File: src/rtl/acc_wmst_ctrl_pkg.sv
// Shared definitions for the conv accelerator result-path AXI4 write master.
// Contents: AXI encodings, the 4KB AXI address boundary, and the controller
// state enum used by acc_wmst_ctrl.
package acc_wmst_ctrl_pkg;

  localparam logic [1:0] AXI_BURST_INCR = 2'b01;
  localparam logic [1:0] AXI_RESP_OKAY  = 2'b00;
  localparam int         AXI_BOUNDARY   = 4096;

  typedef enum logic [2:0] {
    ST_IDLE,
    ST_ADDR,
    ST_DATA,
    ST_RESP,
    ST_DONE
  } wmst_state_e;

endpackage

File: src/rtl/acc_wmst_ctrl_burst_gen.sv
// Burst address / remaining-word tracker for acc_wmst_ctrl.
// Holds the address of the next burst and the number of words still to be
// written, and presents the size of the next burst.
// Ports:
//   clk, rst_n            clock, asynchronous active-low reset
//   load                  capture load_addr / load_words (transfer start)
//   load_addr, load_words first burst address and total word count
//   advance               current burst finished: step address, consume words
//   burst_addr            address of the current burst
//   burst_beats           beats in the current burst (1..BURST_LEN)
//   last_burst            current burst consumes every remaining word
// Build option: ACC_WMST_4K_SPLIT_EN additionally clips each burst so it
// never crosses a 4KB boundary.
module acc_wmst_ctrl_burst_gen
  import acc_wmst_ctrl_pkg::*;
#(
  parameter int ADDR_WIDTH = 64,
  parameter int LEN_WIDTH  = 32,
  parameter int BURST_LEN  = 16,
  parameter int WORD_SHIFT = 6
) (
  input  logic                  clk,
  input  logic                  rst_n,
  input  logic                  load,
  input  logic [ADDR_WIDTH-1:0] load_addr,
  input  logic [LEN_WIDTH-1:0]  load_words,
  input  logic                  advance,
  output logic [ADDR_WIDTH-1:0] burst_addr,
  output logic [8:0]            burst_beats,
  output logic                  last_burst
);

  localparam logic [LEN_WIDTH-1:0] BURST_LEN_W = LEN_WIDTH'(BURST_LEN);

  logic [ADDR_WIDTH-1:0] addr_q, addr_d;
  logic [LEN_WIDTH-1:0]  rem_q, rem_d;
  logic [LEN_WIDTH-1:0]  beats_w;
`ifdef ACC_WMST_4K_SPLIT_EN
  logic [12:0]           room_w;
`endif

  // Burst size is derived from registered state only, so it stays stable
  // from the AW handshake through the final W beat of the burst.
  always_comb begin
    beats_w = (rem_q < BURST_LEN_W) ? rem_q : BURST_LEN_W;
`ifdef ACC_WMST_4K_SPLIT_EN
    room_w = (13'(AXI_BOUNDARY) - {1'b0, addr_q[11:0]}) >> WORD_SHIFT;
    if (LEN_WIDTH'(room_w) < beats_w) begin
      beats_w = LEN_WIDTH'(room_w);
    end
`endif
  end

  always_comb begin
    addr_d = addr_q;
    rem_d  = rem_q;
    if (load) begin
      addr_d = load_addr;
      rem_d  = load_words;
    end else if (advance) begin
      addr_d = addr_q + (ADDR_WIDTH'(beats_w) << WORD_SHIFT);
      rem_d  = rem_q - beats_w;
    end
  end

  always_ff @(posedge clk or negedge rst_n) begin
    if (!rst_n) begin
      addr_q <= '0;
      rem_q  <= '0;
    end else begin
      addr_q <= addr_d;
      rem_q  <= rem_d;
    end
  end

  assign burst_addr  = addr_q;
  assign burst_beats = 9'(beats_w);
  assign last_burst  = (rem_q == beats_w);

endmodule

File: src/rtl/acc_wmst_ctrl.sv
// AXI4 write master for the conv accelerator result path. Writes the engine's
// output word stream to DDR as INCR bursts starting at base_addr.
// Ports:
//   clk, rst_n                 clock, asynchronous active-low reset
//   start, base_addr, xfer_bytes  transfer request (sampled on start)
//   s_tvalid/s_tready/s_tdata  result word stream in
//   m_aw*                      AXI write address channel
//   m_w*                       AXI write data channel (data passes straight through)
//   m_bvalid/m_bresp/m_bready  AXI write response channel (bready tied high)
//   wmst_done                  level, all beats sent and all B received
//   wmst_busy                  transfer in progress
//   wmst_err                   sticky, some B response was not OKAY
// Build option: ACC_WMST_4K_SPLIT_EN enables 4KB-boundary burst splitting
// (handled in acc_wmst_ctrl_burst_gen).
module acc_wmst_ctrl
  import acc_wmst_ctrl_pkg::*;
#(
  parameter int DATA_WIDTH   = 512,
  parameter int ADDR_WIDTH   = 64,
  parameter int BURST_LEN    = 16,
  parameter int MAX_OUTSTAND = 4,
  parameter int LEN_WIDTH    = 32
) (
  input  logic                    clk,
  input  logic                    rst_n,
  input  logic                    start,
  input  logic [ADDR_WIDTH-1:0]   base_addr,
  input  logic [LEN_WIDTH-1:0]    xfer_bytes,
  input  logic                    s_tvalid,
  output logic                    s_tready,
  input  logic [DATA_WIDTH-1:0]   s_tdata,
  output logic                    m_awvalid,
  input  logic                    m_awready,
  output logic [ADDR_WIDTH-1:0]   m_awaddr,
  output logic [7:0]              m_awlen,
  output logic [2:0]              m_awsize,
  output logic [1:0]              m_awburst,
  output logic                    m_wvalid,
  input  logic                    m_wready,
  output logic [DATA_WIDTH-1:0]   m_wdata,
  output logic [DATA_WIDTH/8-1:0] m_wstrb,
  output logic                    m_wlast,
  input  logic                    m_bvalid,
  input  logic [1:0]              m_bresp,
  output logic                    m_bready,
  output logic                    wmst_done,
  output logic                    wmst_busy,
  output logic                    wmst_err
);

  localparam int WORD_SHIFT = $clog2(DATA_WIDTH / 8);
  localparam int OUT_W      = $clog2(MAX_OUTSTAND) + 1;

  wmst_state_e           state_q, state_d;
  logic [7:0]            beat_cnt_q, beat_cnt_d;
  logic [OUT_W-1:0]      outst_q, outst_d;
  logic                  done_q, done_d;
  logic                  busy_q, busy_d;
  logic                  err_q, err_d;

  logic [LEN_WIDTH-1:0]  start_words;
  logic                  start_ok;
  logic                  aw_fire, w_fire, b_fire;
  logic                  last_beat, advance, last_burst;
  logic [ADDR_WIDTH-1:0] burst_addr;
  logic [8:0]            burst_beats;

  assign start_words = xfer_bytes >> WORD_SHIFT;
  assign start_ok    = start && ((state_q == ST_IDLE) || (state_q == ST_DONE));

  // AW is only offered while the response window has room; outstanding can
  // only shrink while waiting here, so awvalid never drops before awready.
  assign m_awvalid = (state_q == ST_ADDR) && (outst_q < OUT_W'(MAX_OUTSTAND));
  assign aw_fire   = m_awvalid && m_awready;

  assign m_wvalid  = (state_q == ST_DATA) && s_tvalid;
  assign s_tready  = (state_q == ST_DATA) && m_wready;
  assign w_fire    = m_wvalid && m_wready;
  assign last_beat = ({1'b0, beat_cnt_q} == (burst_beats - 9'd1));
  assign m_wlast   = (state_q == ST_DATA) && last_beat;
  assign advance   = w_fire && last_beat;

  // A stray B with nothing outstanding is dropped rather than underflowing.
  assign b_fire    = m_bvalid && (outst_q != '0);

  acc_wmst_ctrl_burst_gen #(
    .ADDR_WIDTH (ADDR_WIDTH),
    .LEN_WIDTH  (LEN_WIDTH),
    .BURST_LEN  (BURST_LEN),
    .WORD_SHIFT (WORD_SHIFT)
  ) u_burst_gen (
    .clk         (clk),
    .rst_n       (rst_n),
    .load        (start_ok),
    .load_addr   (base_addr),
    .load_words  (start_words),
    .advance     (advance),
    .burst_addr  (burst_addr),
    .burst_beats (burst_beats),
    .last_burst  (last_burst)
  );

  // Next-state logic. A new start is taken in IDLE or DONE; in DONE it wins
  // over the normal DONE->IDLE step so wmst_done is cleared, not set.
  always_comb begin
    state_d    = state_q;
    beat_cnt_d = beat_cnt_q;
    outst_d    = outst_q;
    done_d     = done_q;
    busy_d     = busy_q;
    err_d      = err_q;

    if (aw_fire && !b_fire) begin
      outst_d = outst_q + OUT_W'(1);
    end else if (!aw_fire && b_fire) begin
      outst_d = outst_q - OUT_W'(1);
    end

    if (busy_q && b_fire && (m_bresp != AXI_RESP_OKAY)) begin
      err_d = 1'b1;
    end

    case (state_q)
      ST_IDLE, ST_DONE: begin
        if (state_q == ST_DONE) begin
          done_d  = 1'b1;
          busy_d  = 1'b0;
          state_d = ST_IDLE;
        end
        if (start) begin
          done_d  = 1'b0;
          err_d   = 1'b0;
          busy_d  = 1'b1;
          state_d = (start_words == '0) ? ST_DONE : ST_ADDR;
        end
      end
      ST_ADDR: begin
        if (aw_fire) begin
          beat_cnt_d = '0;
          state_d    = ST_DATA;
        end
      end
      ST_DATA: begin
        if (w_fire) begin
          if (last_beat) begin
            beat_cnt_d = '0;
            state_d    = last_burst ? ST_RESP : ST_ADDR;
          end else begin
            beat_cnt_d = beat_cnt_q + 8'd1;
          end
        end
      end
      ST_RESP: begin
        if (outst_q == '0) begin
          state_d = ST_DONE;
        end
      end
      default: state_d = ST_IDLE;
    endcase
  end

  always_ff @(posedge clk or negedge rst_n) begin
    if (!rst_n) begin
      state_q    <= ST_IDLE;
      beat_cnt_q <= '0;
      outst_q    <= '0;
      done_q     <= 1'b0;
      busy_q     <= 1'b0;
      err_q      <= 1'b0;
    end else begin
      state_q    <= state_d;
      beat_cnt_q <= beat_cnt_d;
      outst_q    <= outst_d;
      done_q     <= done_d;
      busy_q     <= busy_d;
      err_q      <= err_d;
    end
  end

  assign m_awaddr  = burst_addr;
  assign m_awlen   = 8'(burst_beats - 9'd1);
  assign m_awsize  = 3'(WORD_SHIFT);
  assign m_awburst = AXI_BURST_INCR;
  assign m_wdata   = s_tdata;
  assign m_wstrb   = '1;
  assign m_bready  = 1'b1;
  assign wmst_done = done_q;
  assign wmst_busy = busy_q;
  assign wmst_err  = err_q;

endmodule

File: config.mk
export PLATFORM = sky130hd
export DESIGN_NAME = acc_wmst_ctrl
export DESIGN_NICKNAME = d
export VERILOG_FILES = /design/src/rtl/acc_wmst_ctrl_pkg.sv /design/src/rtl/acc_wmst_ctrl_burst_gen.sv /design/src/rtl/acc_wmst_ctrl.sv
export SDC_FILE = /design/constraint.sdc
export NUM_CORES = 1
export LEC_CHECK = 0
export ABC_AREA = 1
export ABC_CLOCK_PERIOD_IN_PS = 4900
export BUFFER_PORTS_ARGS = -buffer_cell sky130_fd_sc_hd__clkbuf_2
export CAP_MARGIN = 10
export CORE_AREA = 2 2 502 504
export DETAILED_ROUTE_END_ITERATION = 10
export DIE_AREA = 0 0 504 506
export PLACE_DENSITY = 0.3
export SYNTH_ARGS = -nofsm -noshare
export SYNTH_HDL_FRONTEND = slang
export SYNTH_HIERARCHICAL = 1
export SYNTH_SLANG_ARGS = --single-unit
File: constraint.sdc
create_clock -name clk -period 4.9 [get_ports clk]
set_input_delay 0.735 -clock clk [delete_from_list [all_inputs] [get_ports clk]]
set_output_delay 0.735 -clock clk [all_outputs]
set_load 0.01 [all_outputs]
### After elaboration in Yosys (flattened, before gate mapping)

Cells that the tools add are included.

| operators by class | value |
|---|---|
| $add $sub $neg | 6 |
| magnitude comparators | 2 |
| equal/unequal tests | 11 |
| mux-type cells | 27 |
| reductions and logical operators | 29 |

Operators with widths:

| cell | count |
|---|---|
| $mux 64 | 2 |
| $mux 32 | 3 |
| $add 64x38->64 | 1 |
| $eq 32x32->1 | 1 |
| $logic_not 32->1 | 1 |
| $lt 32x5->1 const B | 1 |
| $sub 32x32->32 | 1 |
| $mux 3 | 9 |
| $mux 8 | 3 |
| $pmux 8 s2 | 1 |
| $logic_and 1x1->1 | 13 |
| $pmux 3 s4 | 1 |
| $reduce_bool 2->1 | 5 |
| $eq 8x9->1 | 1 |
| $sub 9x1->9 const B | 1 |
| $add 8x1->8 const B | 1 |
| $ne 2x2->1 const B | 4 |
| $mux 1 | 7 |
| $eq 3x2->1 const B | 2 |
| $logic_not 3->1 | 2 |
| $reduce_and 5->1 | 1 |
| $add 3x1->3 const B | 1 |
| $eq 3x1->1 const B | 1 |
| $eq 3x3->1 const B | 1 |
| 10 further kinds | 11 |

| storage, ports and cells | value |
|---|---|
| register bits | 113 |
| bits of input ports | 617 |
| word-level logic and storage cells | 83 |

### Depth between registers and ports, before layout

Gate-level depths: netlist of the first run.

| depth | value |
|---|---|
| depth after elaboration | 7 |
| mapped depth | 26 |
| mapped depth without buffers | 24 |

### Modules after synthesis

The synthesis of the first run kept the hierarchy.

By module, submodules not included:

| module | times used | cells each | area each (µm²) |
|---|---|---|---|
| acc_wmst_ctrl_burst_gen | 1 | 1205 | 8006.4 |
| acc_wmst_ctrl | 1 | 801 | 5789.3 |

### Worst setup path before layout of the first run

OpenSTA, ideal clock, no wires.

| timing | value |
|---|---|
| path kind | reg2reg |
| start point | reg u_burst_gen.rem_q[11] |
| end point | reg u_burst_gen.addr_q[40], in the netlist u_burst_gen/burst_addr[40] |
| library setup time | 0.067 ns |
| data arrival time | 3.510 ns |
| data required time | 4.833 ns |
| slack | 1.324 ns |
| cell stages (with the launch flop) | 24 |
| buffers on the path | 3 |
| clock period less this slack | 3.576 ns |
| cells stage by stage | dfrtp_1 > nor2_2 > nand2_2 > nor2_8 > nand2_4 > nor2_8 > inv_2 > buf_6 > nor2_1 > inv_1 > ha_1 > xor2_1 > nand2_1 > nor2_1 > nand3_1 > nor2_1 > nand3_2 > nor2_1 > inv_1 > nor2_1 > clkbuf_1 > buf_1 > nand3_1 > nand2_1 |

| between the ends | value |
|---|---|
| word-level cells in the longest chain between the ends | 6 |

RTL lines:

| element | line | source |
|---|---|---|
| start: declaration | acc_wmst_ctrl_burst_gen.sv:36 | `logic [LEN_WIDTH-1:0] rem_q, rem_d;` |
| start signal: assignment | acc_wmst_ctrl_burst_gen.sv:72 | `rem_q <= rem_d;` |
| $lt 32x5->1 | acc_wmst_ctrl_burst_gen.sv:45 | `beats_w = (rem_q < BURST_LEN_W) ? rem_q : BURST_LEN_W;` |
| $mux 32 | acc_wmst_ctrl_burst_gen.sv:45 |  |
| named net burst_beats[4] | acc_wmst_ctrl.sv:66 | `logic [8:0] burst_beats;` |
| $sub 9x1->9 | - |  |
| $eq 8x9->1 | acc_wmst_ctrl.sv:79 | `assign last_beat = ({1'b0, beat_cnt_q} == (burst_beats - 9'd1));` |
| $logic_and 1x1->1 | acc_wmst_ctrl.sv:81 | `assign advance = w_fire && last_beat;` |
| named net advance | acc_wmst_ctrl.sv:64 | `logic last_beat, advance, last_burst;` |
| $reduce_bool 2->1 (no line) | - |  |
| end signal: assignment | acc_wmst_ctrl_burst_gen.sv:71 | `addr_q <= addr_d;` |
| end: declaration | acc_wmst_ctrl_burst_gen.sv:35 | `logic [ADDR_WIDTH-1:0] addr_q, addr_d;` |

The timed path passes the listed nets, and every way through them passes these cells. The select of a mux whose other input is x is not followed.
A chain may end at the register's enable or synchronous reset.

### Final worst setup path of the first run

| timing | value |
|---|---|
| start point | reg u_burst_gen.rem_q[21] |
| end point | out m_wlast |

| between the ends | value |
|---|---|
| word-level cells in the longest chain between the ends | 5 |

RTL lines:

| element | line | source |
|---|---|---|
| $lt 32x5->1 | acc_wmst_ctrl_burst_gen.sv:45 |  |
| $mux 32 | acc_wmst_ctrl_burst_gen.sv:45 |  |
| named net burst_beats[4] | acc_wmst_ctrl.sv:66 |  |
| $sub 9x1->9 | - |  |
| $eq 8x9->1 | acc_wmst_ctrl.sv:79 |  |
| $logic_and 1x1->1 | acc_wmst_ctrl.sv:80 | `assign m_wlast = (state_q == ST_DATA) && last_beat;` |
| end: declaration | acc_wmst_ctrl.sv:42 | `output logic m_wlast,` |

The timed path passes the listed nets, and every way through them passes these cells.

==> results of run 1 <==
==> routing by layer <==
layer / vias up / GRT usage / wire [µm]
met4: 22 / 0.05718 / 8281
met3: 425 / 0.1021 / 29090
met5: - / 0 / 155
li1: 5257 / - / -
met1: 5282 / 0.05335 / 24960
met2: 923 / 0.1644 / 60610
==> state kept, by name (all words and copies together), names as in the netlist <==
signal and cells:
u_burst_gen/burst_addr 64, u_burst_gen/rem_q 32, beat_cnt_q 8, outst_q 3
state_q 3, wmst_busy 1, wmst_done 1, wmst_err 1
==> power by group through the flow <==
| stage | clock network [mW] | registers (mW) | logic (mW) |
|---|---|---|---|
| floorplan | 0 | 1.89 | 2.69 |
| global placement | 0 | 2.01 | 4.07 |
| detailed placement | 0 | 2.01 | 4.06 |
| CTS | 1.53 | 2.00 | 4.08 |
| global route | 1.55 | 2.06 | 4.55 |
| finish | 1.45 | 1.98 | 4.03 |
==> critical path, delay by kind of cell (launching register included) <==
kind / cells / cell delay (ns)
AND/OR/NAND/NOR: 14 / 1.75
buffers and inverters: 5 / 0.71
flip-flops: 1 / 0.44
adder cells (fa/ha/maj): 1 / 0.31
==> kinds of logic after synthesis <==
| family | synth area share |
|---|---|
| AOI/OAI and AO/OA | 0.1165 |
| xor gates and xnor gates | 0.01841 |
| adders and majority gates | 0.03555 |
| buffers and inverters | 0.3697 |
| DFF | 0.2050 |
| muxes | 0.004897 |
| other | 0.001088 |
| and+or+nand+nor | 0.2489 |
==> stage by stage <==
stage / instances / util / total power [mW] / setup slack [ns] / cell area (µm²)
3_3_place_gp: 5036 / 0.05953 / 6.081 / 0.4496 / 14880
4_1_cts: 5068 / 0.06197 / 7.603 / 0.09927 / 15490
2_1_floorplan: 2110 / - / 4.585 / 1.324 / 14190
5_1_grt: 5069 / 0.06199 / 8.156 / 0.04599 / 15500
3_5_place_dp: 5036 / 0.05953 / 6.074 / 0.4576 / 14880
6_report: 5072 / 0.06202 / 7.454 / 0.3787 / 15510
==> worst paths after layout <==
path / from / end / depth (start not counted)
min reg2reg: wmst_err / wmst_err / 2
max reg2reg: u_burst_gen/rem_q[21] / u_burst_gen/burst_addr[14] / 23
max: u_burst_gen/rem_q[21] / m_wlast / 20
min: rst_n / u_burst_gen/burst_addr[61] / 1
max in group asynchronous: rst_n / u_burst_gen/rem_q[12] / 2
min in group clk: base_addr[55] / u_burst_gen/burst_addr[55] / 3
==> final cells by class <==
type / count / area, µm²
fillers: 29830 / 234500
multi-input cells: 1231 / 6274
well taps: 3348 / 4189
flip-flops and latches: 113 / 2828
repair buffers: 196 / 1035
inverters: 148 / 561.8
clock buffers: 17 / 425.4
clock inverters: 15 / 185.2
diodes: 4 / 10.01
==> cell usage in the layout (no fill, tap or decap), types with 5 or more instances in the layout <==
master and n:
o21bai_1 7, mux2_2 6, nand2_1 389, dfrtp_1 113, o21ai_1 8, xnor2_1 14, nand4_1 36, o21ai_0 75
nor4_1 8, nor2_2 13, inv_8 5, nor2_4 5, buf_4 19, ha_1 36, inv_1 142, nor3_1 31
nand2_2 12, xor2_1 15, inv_6 6, clkbuf_16 17, clkbuf_2 176, nand3_2 6, a22oi_1 61, conb_1 108
o211ai_1 15, nand3_1 112, nor2_1 153, a21oi_1 83
==> what timing repair did <==
| item | 4_1_cts | 5_1_grt |
|---|---|---|
| resized for setup | 0 | 2 |
| endpoints found under the setup margin | 0 | 1 |
| hold buffers | 0 | 0 |
| buffers inserted | 0 | 0 |
==> run metrics, run 1 <==
sequential power share=0.265; CORE AREA=250000 µm²; slowest stage cell, crit path=dfrtp_1; run status=completed; Seq/Total Area, Yosys=0.2050; Yosys top cell area share=0.3189; number of port buffers=around 180; setup tns final=0 ns; f_max=between 0.2 and 0.25 GHz; post-DR vias/cell=~2.3; EDFF count, synth=0; clk sink count=113; final setup fails=0; height of the die=between 500 and 600 µm; sw power=approximately 4.1 mW; WP data arrival=between 3 and 4 ns; Clock Latency Late Sink=around 0.53 ns; final hold slack=between 0.15 and 0.2 ns; Routed wire per std cell=roughly 24 µm; fin crit share=0.9227; Final Slew Violations=0; global-route wire length before repair=approximately 150 mm; Syn Inst Count=roughly 2000; antenna-violating nets left=0; Synth top cells by count=buf_4 (586), nand2_1 (389), nor2_1 (155); total CTS buffers=17; Pwr Density=about 480 nW/µm²; drt total wl=around 120 mm; switching part of the total power=0.5523; Initial Util=0.05518; DP HPWL=110.9 mm; top post-synthesis cells by area=buf_4 (32%), dfrtp_1 (20%), nand2_1 (11%); crit path kind=register to output port; area grow syn2layout=12.41%; CP endpoint kind=output port; most frequent cell after synthesis=buf_4; Cell Area, Synth=around 14000 µm²; Clock Path Buffers=2; initial antenna violation count=51; vias in the first global route=roughly 12000; CTS clk-pin slew, worst paths=roughly 0.080 ns; number of synthesis warnings=6; htree depth=4; MaxCap Viol Count=0; synthesized flop and latch total=113; leakage=approximately 6 nW; FFs w/ async S/R, synth=1.000; largest net degree at the start of global routing=73; Comb pwr share=0.541; VDD IR max=about 0.29 mV; GRT Total Usage=0.09374; Setup crit start kind=register; Layout Skew=0.02102 ns; Synth Flop Type=dfrtp_1; critical-path cell list=nor2_2, nand2_1, nor2_1, nand2_2, nor2_8, inv_4, nor2_1, inv_1, ha_1, inv_1, nand2_1, nand3_1, nand2_1, nor2_1, nand3_1, nor2_1, nand3_2, nor2_1, buf_4, clkbuf_2; Tmin final=about 4.5 ns; share of cells above drive strength 1=0.1674; DRT Pass-1 Iters=5; clock share of power=0.194; GP Congestion=a little over 0.8; die area=between 200000 and 300000 µm²; DR vias=roughly 12000; TritonCTS clock tree=built; # rows=between 150 and 200; Crit Path Max Fanout=14; Unique masters post-synth=between 50 and 60; DRC=0; area leader, netlist=buf_4; Max stage delay on crit path=between 0.4 and 0.5 ns; Worst EP required=between 4 and 5 ns; syn avg cell area=between 6 and 7 µm²; NumNets Final=between 2000 and 2500; Root Buffer Master=clkbuf_16; internal power=between 3 and 4 mW; width of the die=around 500 µm; worst slew margin relative to its limit=0.3166; Hold Violations, Final=0; DR iter-0 viols=639; GRT overflow=0; Register-to-Register Setup Slack=around 0.65 ns; worst-margin pin slew=slightly above 1 ns; boundary pin count=about 1300; most used cell, CP=nor2_1; Hold Path Class=primary input to async pin; RSZ-0062 raised after global routing=no
(Power assumes the default switching activity.)
==> run 2: changes to the inputs <==
- CORE_AREA: 2 2 502 504 -> 2 2 499 501
- DIE_AREA: 0 0 504 506 -> 0 0 501 503
- SYNTH_HIERARCHICAL: 1 -> unset
==> run metrics, run 2 <==
Area after DPL=15280 µm²; global-route wire length before repair=roughly 160 mm; height of the die=about 500 µm; Worst EP required=~4.2 ns; RSZ-0062 raised after global routing=no; Tmin final=4.492 ns; max reg flops=64; post-CTS setup buffers=0; Cell Area, Synth=approximately 14000 µm²; Initial Util=0.05848; switching part of the total power=0.5393; post-DR vias/cell=2.400; fin crit share=0.9168; EDFF count, synth=0; Hold Violations, Final=0; htree depth=4; largest net degree at the start of global routing=97; clock share of power=0.191; DRC=0; die area=252000 µm²; CORE AREA=about 250000 µm²; Pwr Density=~480 nW/µm²; Clock Path Buffers=2; most used cell, CP=nand2_1; Comb pwr share=0.573; synthesized flop and latch total=113; Max stage delay on crit path=between 0.4 and 0.5 ns; FFs w/ async S/R, synth=1.000; Routed wire per std cell=about 26 µm; critical-path cell list=nor2_1, nand2_1, nor2_1, nand2_2, nor2_8, nand2_1, buf_4, ha_1, inv_1, o31ai_1, nand2_1, nand2_1, nand4_1, nor2_1, nand2_1, nor2_1, clkbuf_2; slowest stage cell, crit path=dfrtp_1; drt total wl=between 100 and 150 mm; Final Slew Violations=0; f_max=about 0.22 GHz; Synth top cells by count=nand2_1 (593), buf_4 (583), nand3_1 (202); worst slew margin relative to its limit=0.4313; syn avg cell area=between 6 and 7 µm²; Root Buffer Master=clkbuf_16; GP Congestion=a little under 0.8; top post-synthesis cells by area=buf_4 (30%), dfrtp_1 (20%), nand2_1 (15%); DP Worst Slack=between 0.7 and 0.8 ns; most frequent cells in the layout=nand2_1 (592), nand3_1 (202), clkbuf_2 (176); setup tns final=0 ns; Unique masters post-synth=46; Seq/Total Area, Yosys=0.1957; sequential power share=0.236; CP endpoint kind=output port; DP HPWL=around 120 mm; number of port buffers=around 180; vias in the first global route=between 10000 and 15000; final worst setup slack=0.4079 ns; total power draw=7.664 mW; MaxCap Viol Count=0; area grow syn2layout=10.24%; width of the die=approximately 500 µm; clk sink count=113; Resized Gates After CTS=0; worst-margin pin slew=0.8498 ns; Final Instance Area=approximately 16000 µm²; run status=completed; final setup fails=0; area leader, netlist=buf_4; crit path kind=register to output port; boundary pin count=between 1000 and 1500; Crit Path Max Fanout=17; antenna diode count=0; initial antenna violation count=3; share of cells above drive strength 1=0.1383; GRT Total Usage=0.1030; internal power=3.531 mW; Yosys top cell area share=0.3029; Layout Skew=0.01392 ns; # rows=around 180; total CTS buffers=17; DR vias=12390; leakage=about 6.7 nW; final core utilization=0.06447; WP data arrival=~3.8 ns; Synth Flop Type=dfrtp_1; number of synthesis warnings=0; commonest non-fill, non-tap cell in the layout=nand2_1; DR iter-0 viols=roughly 670; most frequent cell after synthesis=nand2_1; DRT Pass-1 Iters=5; GRT overflow=0; sw power=4.133 mW; Hold Path Class=primary input to async pin; Syn Inst Count=roughly 2200; VDD IR max=0.3106 mV; NumNets Final=roughly 2600; TritonCTS clock tree=built; antenna-violating nets left=0; Clock Latency Late Sink=roughly 0.51 ns; Setup crit start kind=register; CTS Hold Buffers Added=0; CTS clk-pin slew, worst paths=~0.06 ns
[run 2: cell count changes in the layout (fill, tap and decap cells not counted), sizes merged, moves of 7 or more]
cell and delta:
nand4 -13, nand3 +86, o211ai -14, or2 +13, a21oi -28, nand2 +197, xor2 +8, conb -12
a22oi -61, inv +20, xnor2 +7, o21ai -17
[run 2: critical path: cells and delay by family, from the launching register on]
kind,cells,cell delay (ns)
and+or+nand+nor,12,1.66
buffers and inverters,3,0.47
AOI/OAI and AO/OA,1,0.38
DFF,1,0.45
adders and majority gates,1,0.26
[run 2: cell families after synthesis]
group | after synthesis | synth area share
AO/OA/AOI/OAI | 164 | 0.06330
XOR/XNOR | 44 | 0.02667
adder cells (fa/ha/maj) | 36 | 0.03221
flip-flops | 113 | 0.1957
other | 2 | 0.0005198
buffers and inverters | 813 | 0.3673
AND/OR/NAND/NOR | 1070 | 0.3143
[run 2: area by class of cell]
class / instances / area [µm²]
multi-input combinational: 1410 / 6681
clock inverter: 9 / 151.4
clock buffer: 23 / 498.0
sequential: 113 / 2828
fill: 29340 / 231100
inverter: 178 / 673.1
tap: 3237 / 4050
timing repair buffer: 191 / 1047
[run 2: path summary, 6_finish.rpt]
check / slack [ns] / depth (start not counted) / from / end
max reg2reg: 0.70 / 21 / u_burst_gen.rem_q[22] / u_burst_gen.burst_addr[35]
max in group asynchronous: 3.60 / 2 / rst_n / u_burst_gen.rem_q[20]
min reg2reg: 0.48 / 2 / u_burst_gen.burst_addr[3] / u_burst_gen.burst_addr[3]
min in group clk: 0.42 / 3 / base_addr[2] / u_burst_gen.burst_addr[2]
max: 0.41 / 17 / u_burst_gen.rem_q[22] / m_wlast
min: 0.21 / 1 / rst_n / u_burst_gen.burst_addr[21]
[run 2: routing by layer]
layer / part of all wire / wire length, µm / GRT usage / vias to the layer above
li1: - / - / - / 5751
met1: 0.21 / 28100 / 0.06143 / 5447
met2: 0.50 / 66860 / 0.1831 / 890
met3: 0.22 / 29630 / 0.1039 / 299
met4: 0.068 / 9063 / 0.06412 / 0
met5: 0 / 0 / 0 / -
[run 2: power groups by stage]
stage | Combinational (mW) | Sequential [mW] | Clock, mW
after floorplan | 3.04 | 1.76 | 0
after global placement | 4.51 | 1.83 | 0
after detailed placement | 4.48 | 1.84 | 0
after CTS | 4.50 | 1.82 | 1.54
after global routing | 5.03 | 1.89 | 1.57
final | 4.39 | 1.81 | 1.46
[run 2: stage by stage]
| stage | cells | hold slack, ns |
|---|---|---|
| after floorplan | 2336 | 0.4394 |
| after global routing | 5161 | 0.2325 |
| after CTS | 5161 | 0.2035 |
| after global placement | 5129 | 0.4684 |
| after detailed placement | 5129 | 0.4691 |
| final | 5161 | 0.2134 |
